--- config.mk ---
export PLATFORM = sky130hd
export DESIGN_NAME = string_hw_avalon_master
export DESIGN_NICKNAME = d
export VERILOG_FILES = /design/src/rtl/strhw_pkg.sv /design/src/rtl/string_hw_avalon_master.sv
export SDC_FILE = /design/constraint.sdc
export NUM_CORES = 1
export LEC_CHECK = 0
export BUFFER_PORTS_ARGS = -buffer_cell sky130_fd_sc_hd__buf_2
export CAP_MARGIN = 40
export CORE_ASPECT_RATIO = 1.4
export CORE_MARGIN = 5
export CORE_UTILIZATION = 43
export CTS_CLUSTER_SIZE = 25
export DETAILED_ROUTE_END_ITERATION = 8
export PLACE_DENSITY = 0.72
export SETUP_SLACK_MARGIN = 0.3
export SYNTH_ARGS = -nofsm -noshare
export SYNTH_HDL_FRONTEND = slang
export SYNTH_SLANG_ARGS = --single-unit
--- constraint.sdc ---
create_clock -name clk -period 5.2 [get_ports clk]
set_input_delay 0 -clock clk [delete_from_list [all_inputs] [get_ports clk]]
set_output_delay 0 -clock clk [all_outputs]
set_load 0.1 [all_outputs]
--- src/rtl/strhw_pkg.sv ---
// strhw_pkg: register map, Control-register bit positions and FSM state type
// shared by the String HW accelerator initiator and anything that talks to the
// same four-register slave.
//
// Build option: STRHW_MASTER_TIMEOUT_EN adds the CLR state used to abandon a
// command whose done bit never appears.
package strhw_pkg;

  localparam logic [2:0] ADDR_A      = 3'd0;
  localparam logic [2:0] ADDR_B      = 3'd1;
  localparam logic [2:0] ADDR_CTRL   = 3'd2;
  localparam logic [2:0] ADDR_RESULT = 3'd3;

  localparam int DONE_BIT   = 0;
  localparam int GO_BIT     = 1;
  localparam int INDEX_LSB  = 2;
  localparam int LENGTH_LSB = 5;

  typedef enum logic [3:0] {
    ST_IDLE,
    ST_WR_A,
    ST_WR_B,
    ST_WR_CTRL,
    ST_GAP,
    ST_POLL_RD,
    ST_POLL_WAIT,
    ST_RES_RD,
    ST_RES_WAIT,
`ifdef STRHW_MASTER_TIMEOUT_EN
    ST_CLR,
`endif
    ST_RSP
  } state_t;

  // Control word that starts an operation: go=1, done=0, index and length packed.
  function automatic logic [31:0] ctrl_go_word(input logic [2:0] index, input logic [2:0] length);
    logic [31:0] w;
    w = '0;
    w[GO_BIT] = 1'b1;
    w[INDEX_LSB +: 3] = index;
    w[LENGTH_LSB +: 3] = length;
    return w;
  endfunction

endpackage

--- src/rtl/string_hw_avalon_master.sv ---
// string_hw_avalon_master: Avalon-MM initiator that runs one String HW
// accelerator command per request. It writes A, B and Control (go=1), waits
// POLL_GAP cycles, polls Control until done, reads Result and hands it back on
// a valid/ready response port.
//
// Ports
//   clk, reset_n                  clock, asynchronous active-low reset
//   cmd_valid/cmd_ready           command handshake (ready only while idle)
//   cmd_a, cmd_b                  string operands
//   cmd_index, cmd_length         packed into Control[4:2] / Control[7:5]
//   rsp_valid/rsp_ready           response handshake, payload held until taken
//   rsp_result, rsp_error         Result value, poll-timeout flag
//   avm_*                         Avalon-MM master to the accelerator slave
//
// Parameters
//   POLL_GAP   idle cycles between the Control write and the first poll
//   MAX_POLLS  poll reads before giving up (timeout build only)
//
// Build option: STRHW_MASTER_TIMEOUT_EN compiles in a 10-bit poll counter and
// the CLR state; without it polling is unbounded and rsp_error is tied low.
//
// States
//   IDLE      | waiting for a command, cmd_ready=1
//   WR_A      | write operand A
//   WR_B      | write operand B
//   WR_CTRL   | write Control with go=1
//   GAP       | let a stale done bit clear before polling
//   POLL_RD   | read Control
//   POLL_WAIT | readdata valid, test done
//   RES_RD    | read Result (clears go in the slave)
//   RES_WAIT  | readdata valid, capture Result
//   CLR       | write Control=0 after a poll timeout
//   RSP       | response presented until accepted
module string_hw_avalon_master
  import strhw_pkg::*;
#(
  parameter int POLL_GAP  = 2,
  parameter int MAX_POLLS = 1023
) (
  input  logic        clk,
  input  logic        reset_n,
  input  logic        cmd_valid,
  output logic        cmd_ready,
  input  logic [31:0] cmd_a,
  input  logic [31:0] cmd_b,
  input  logic [2:0]  cmd_index,
  input  logic [2:0]  cmd_length,
  output logic        rsp_valid,
  input  logic        rsp_ready,
  output logic [31:0] rsp_result,
  output logic        rsp_error,
  output logic [2:0]  avm_address,
  output logic        avm_chipselect,
  output logic        avm_write,
  output logic        avm_read,
  output logic [31:0] avm_writedata,
  input  logic [31:0] avm_readdata
);

  if (POLL_GAP < 0 || MAX_POLLS < 1 || MAX_POLLS > 1024) begin : g_bad_params
    $error("string_hw_avalon_master: need POLL_GAP >= 0 and MAX_POLLS in 1..1024");
  end

  localparam int GAP_W = (POLL_GAP > 1) ? $clog2(POLL_GAP) : 1;
  localparam logic [GAP_W-1:0] GAP_LOAD = GAP_W'((POLL_GAP > 0) ? POLL_GAP - 1 : 0);

  state_t state, next_state;

  logic [31:0]      cmd_b_q;
  logic [2:0]       cmd_index_q;
  logic [2:0]       cmd_length_q;
  logic [GAP_W-1:0] gap_cnt;

  logic [2:0]  address_d;
  logic [31:0] writedata_d;
  logic        write_d;
  logic        read_d;
  logic        chipselect_d;
  logic        rsp_valid_d;
  logic [31:0] rsp_result_d;

`ifdef STRHW_MASTER_TIMEOUT_EN
  localparam logic [9:0] POLL_LAST = 10'(MAX_POLLS - 1);
  logic [9:0] poll_cnt;
  logic       rsp_error_q;
  logic       rsp_error_d;
  assign rsp_error = rsp_error_q;
`else
  assign rsp_error = 1'b0;
`endif

  assign cmd_ready = (state == ST_IDLE);

  // State, command latch, GAP down-counter and registered outputs.
  always_ff @(posedge clk or negedge reset_n) begin
    if (!reset_n) begin
      state          <= ST_IDLE;
      cmd_b_q        <= '0;
      cmd_index_q    <= '0;
      cmd_length_q   <= '0;
      gap_cnt        <= '0;
      avm_address    <= '0;
      avm_writedata  <= '0;
      avm_write      <= 1'b0;
      avm_read       <= 1'b0;
      avm_chipselect <= 1'b0;
      rsp_valid      <= 1'b0;
      rsp_result     <= '0;
    end else begin
      state          <= next_state;
      avm_address    <= address_d;
      avm_writedata  <= writedata_d;
      avm_write      <= write_d;
      avm_read       <= read_d;
      avm_chipselect <= chipselect_d;
      rsp_valid      <= rsp_valid_d;
      rsp_result     <= rsp_result_d;
      if (cmd_valid && cmd_ready) begin
        cmd_b_q      <= cmd_b;
        cmd_index_q  <= cmd_index;
        cmd_length_q <= cmd_length;
      end
      if (state == ST_WR_CTRL) begin
        gap_cnt <= GAP_LOAD;
      end else if (state == ST_GAP) begin
        gap_cnt <= gap_cnt - 1'b1;
      end
    end
  end

`ifdef STRHW_MASTER_TIMEOUT_EN
  always_ff @(posedge clk or negedge reset_n) begin
    if (!reset_n) begin
      poll_cnt    <= '0;
      rsp_error_q <= 1'b0;
    end else begin
      rsp_error_q <= rsp_error_d;
      if (state == ST_IDLE) begin
        poll_cnt <= '0;
      end else if (state == ST_POLL_WAIT && !avm_readdata[DONE_BIT]) begin
        poll_cnt <= poll_cnt + 1'b1;
      end
    end
  end
`endif

  always_comb begin
    next_state = state;
    case (state)
      ST_IDLE:      if (cmd_valid) next_state = ST_WR_A;
      ST_WR_A:      next_state = ST_WR_B;
      ST_WR_B:      next_state = ST_WR_CTRL;
      ST_WR_CTRL:   next_state = (POLL_GAP == 0) ? ST_POLL_RD : ST_GAP;
      ST_GAP:       if (gap_cnt == '0) next_state = ST_POLL_RD;
      ST_POLL_RD:   next_state = ST_POLL_WAIT;
      ST_POLL_WAIT: begin
        if (avm_readdata[DONE_BIT]) begin
          next_state = ST_RES_RD;
`ifdef STRHW_MASTER_TIMEOUT_EN
        end else if (poll_cnt == POLL_LAST) begin
          next_state = ST_CLR;
`endif
        end else begin
          next_state = ST_POLL_RD;
        end
      end
      ST_RES_RD:    next_state = ST_RES_WAIT;
      ST_RES_WAIT:  next_state = ST_RSP;
`ifdef STRHW_MASTER_TIMEOUT_EN
      ST_CLR:       next_state = ST_RSP;
`endif
      ST_RSP:       if (rsp_ready) next_state = ST_IDLE;
      default:      next_state = ST_IDLE;
    endcase
  end

  // Outputs are decoded from next_state and registered, so each bus state
  // drives the bus during exactly the cycle it occupies.
  always_comb begin
    address_d    = avm_address;
    writedata_d  = avm_writedata;
    write_d      = 1'b0;
    read_d       = 1'b0;
    chipselect_d = 1'b0;
    rsp_valid_d  = 1'b0;
    rsp_result_d = rsp_result;
`ifdef STRHW_MASTER_TIMEOUT_EN
    rsp_error_d  = rsp_error_q;
`endif
    case (next_state)
      ST_WR_A: begin
        // Only reachable from IDLE, so the operand is still on the command port.
        chipselect_d = 1'b1;
        write_d      = 1'b1;
        address_d    = ADDR_A;
        writedata_d  = cmd_a;
      end
      ST_WR_B: begin
        chipselect_d = 1'b1;
        write_d      = 1'b1;
        address_d    = ADDR_B;
        writedata_d  = cmd_b_q;
      end
      ST_WR_CTRL: begin
        chipselect_d = 1'b1;
        write_d      = 1'b1;
        address_d    = ADDR_CTRL;
        writedata_d  = ctrl_go_word(cmd_index_q, cmd_length_q);
      end
      ST_POLL_RD: begin
        chipselect_d = 1'b1;
        read_d       = 1'b1;
        address_d    = ADDR_CTRL;
      end
      ST_RES_RD: begin
        chipselect_d = 1'b1;
        read_d       = 1'b1;
        address_d    = ADDR_RESULT;
      end
`ifdef STRHW_MASTER_TIMEOUT_EN
      ST_CLR: begin
        chipselect_d = 1'b1;
        write_d      = 1'b1;
        address_d    = ADDR_CTRL;
        writedata_d  = '0;
      end
`endif
      ST_RSP: begin
        rsp_valid_d = 1'b1;
        if (state == ST_RES_WAIT) begin
          rsp_result_d = avm_readdata;
`ifdef STRHW_MASTER_TIMEOUT_EN
          rsp_error_d  = 1'b0;
        end else if (state == ST_CLR) begin
          rsp_result_d = '0;
          rsp_error_d  = 1'b1;
`endif
        end
      end
      default: ;
    endcase
  end

endmodule
==> reports/metrics.yaml <==
critical_path:
  cp.required_ns: 5.48
  max_stage_delay_ns: 0.69
  critPathArrivalTime_ns: 2.76
  cp_top_family: "compound AO/OA/AOI/OAI gates"
  cp_cell_sequence: "nor2b_1 > o21ai_1 > a21boi_1 > a21oi_4 > buf_16 > mux2_2"
  cpMaxStageDelayCell: "dfrtp_1"
  cp-end-kind: "flop"
  critPathKind: "flop to flop"
  crit_fanout: 23
  start_kind: "flop"
  crit_buf_inv: 1
logic_synthesis:
  synthTopCellsByCount: "dfrtp_1, mux2_2, a22o_1, mux2_1, nand2_1"
  ys_ff_latch: 113
  synth.distinct_cells: 32
  synthSimpleGateAreaFrac: 0.0478
  synth_adder_area_share: 0
  synth_compound_area_frac: 0.0756
  netlist_instances: 329
  async_flop_share: 1.00
  yosysSeqAreaShare: 0.593
  yosysWarnings: 0
  yosysMostFrequentCell: "dfrtp_1"
  ys.flop_type: "dfrtp_1"
  synth_area_sq_um: 4770
  yosysTopAreaCell: "dfrtp_1"
  synth_mux_area_frac: 0.241
  ys_top_cells_by_area: "dfrtp_1, mux2_2, mux2_1"
  synth_top_family_by_area: "multiplexers"
  synth.avg_cell_area_sq_um: 14.5
  synth_edf_count: 0
  synth_xor_area_frac: 0.00184
  synth_top_area_frac: 0.593
clock_network:
  clockRootBuffer: "clkbuf_16"
  clk_pin_slew_ns: 0.05
  clock_path_buffers: 2
  htree_levels: 4
  clock_sinks: 113
  cts_tree: "yes"
  clock_latency_ns: 0.41
  numCtsBuffers: 17
detailed_routing:
  final_antenna_net_count: 0
  detail_route.wl_per_cell_um: 17.1
  drc_errors: 0
  routed_via_density: 4.99
  drt_first_iter_violations: 66
  wl_mm: 13.2
  dr.pass1.iters: 5
  num_vias: 3844
floorplanning:
  start_util: 0.439
  core_sq_um: 10900
  die_y_um: 135
  pin_count: 179
  die_area_sq_um: 13300
  die_w_um: 99.0
  rows: 45
layout:
  multi_input_area_sq_um: 1760
  area_growth_pct: 55.5
  fill_cells: 759
  finalInstanceArea_sq_um: 7410
  seq_area_sq_um: 2830
  final_nets: 719
  drive_gt1_frac: 0.482
sta:
  setup_viol: 0
  skew_ns: 0.00929
  slew_violations: 0
  tns_ns: 0
  min_period_over_period: 0.477
  fmax_mhz: 403
  rsz0062_at_grt: "no"
  hold_viol: 0
  max_slew_margin: 0.461
  post-route-min-period_ns: 2.48
  max_slew.worst_pin.slew_ns: 0.808
global_routing:
  gr-total-overflow: 0
  first_global_vias: 4327
  grt_usage: 0.203
  grt_max_degree: 65
  antenna_found_initial: 1
  grt_pass1_wl_mm: 21.3
placed_design:
  hpwl_mm: 8.03
  placed_cell_area_sq_um: 5760
  portBuffers: 176
  place_congestion: 0.828
min_path:
  hold_path_class: "primary input to async pin"
outcome:
  status: "complete, no violations"
run:
  drv_cap: 0
==> layer usage <==
layer	GRT usage	vias up	routed length [um]
met5	0	-	0
met4	0.0995	0	452
met3	0.0698	46	1030
met2	0.360	183	7050
met1	0.211	1863	4640
li1	-	1752	-
==> cells in the final DEF, fill, tap and decap left out, drive strengths merged <==
cell type,synthesis,final
o22ai,1,1
nor4b,2,2
nand2,17,17
nor3,2,2
buf,19,182
and4b,1,1
nor4,2,2
dfrtp,113,113
xor2,1,1
inv,7,8
nor3b,1,1
a22o,25,25
o211ai,1,1
a22oi,6,6
a21boi,1,1
nand3,1,1
nand2b,1,1
conb,1,2
o32ai,1,1
nor2,5,5
clkinv,0,6
mux2,102,102
clkbuf,3,20
nor2b,3,3
or2,2,2
diode,0,3
bufinv,0,2
o21ai,6,6
clkinvlp,0,3
dlygate4sd3,0,104
a21oi,5,5
==> sequential cells by signal, summed over array words and instances (netlist names) <==
signal	count
avm_read	1
cmd_b_q	32
rsp_result	32
gap_cnt	1
cmd_length_q	3
state	4
avm_address	2
cmd_index_q	3
rsp_valid	1
avm_writedata	32
avm_write	1
avm_chipselect	1
==> final timing paths <==
kind | start | endpoint | slack (ns) | cells after the start
min reg2reg | cmd_b_q[29]$_DFFE_PN0P_ | cmd_b_q[29]$_DFFE_PN0P_ | 0.49 | 1
max in group asynchronous | reset_n | avm_writedata[11]$_DFFE_PN0P_ | 3.77 | 3
max reg2reg | state[2]$_DFF_PN0_ | avm_writedata[9]$_DFFE_PN0P_ | 2.72 | 6
min in group clk | cmd_valid | state[0]$_DFF_PN0_ | 0.17 | 5
max | state[2]$_DFF_PN0_ | avm_writedata[9]$_DFFE_PN0P_ | 2.72 | 6
min | reset_n | rsp_result[18]$_DFFE_PN0P_ | 0.17 | 2
==> per-stage QoR <==
step	std cells	hold slack, ns	setup WS, ns	util
after floorplan	330	-0.296	1.85	-
after detailed placement	631	0.0459	2.72	0.530
final	770	0.167	2.72	0.682
after global routing	768	0.221	2.55	0.682
after global placement	629	0.0366	2.59	0.525
after CTS	767	0.146	2.73	0.681
==> cell families after synthesis <==
logic type      count (synthesis)
other cells                     1
xor+xnor                        1
mux                           102
buf+inv                        29
flops                         113
compound gates                 46
simple gates                   37
==> what timing repair did <==
item                      4_1_cts  5_1_grt
hold endpoints to repair      152        0
hold buffers                  104        0
setup buffers                   0        0
gates resized for setup         0        0
==> worst reg2reg max path, delay by kind of cell, from the launching register on <==
kind | cells | cell delay, ns
AO/OA/AOI/OAI | 3 | 0.82
flip-flops | 1 | 0.69
multiplexers | 1 | 0.37
AND/OR/NAND/NOR | 1 | 0.25
buffers and inverters | 1 | 0.24
==> final cells by class <==
class,instances,share of cell area
Antenna cell,3,0.00101
Clock buffer,20,0.0630
Multi-Input combinational cell,188,0.238
Inverter,7,0.00355
Tap cell,141,0.0238
Timing Repair Buffer,286,0.271
Sequential cell,113,0.382
Clock inverter,12,0.0179
Power is not shown: default switching activity piles up to over one toggle a cycle in this logic, so the estimate is an artifact.
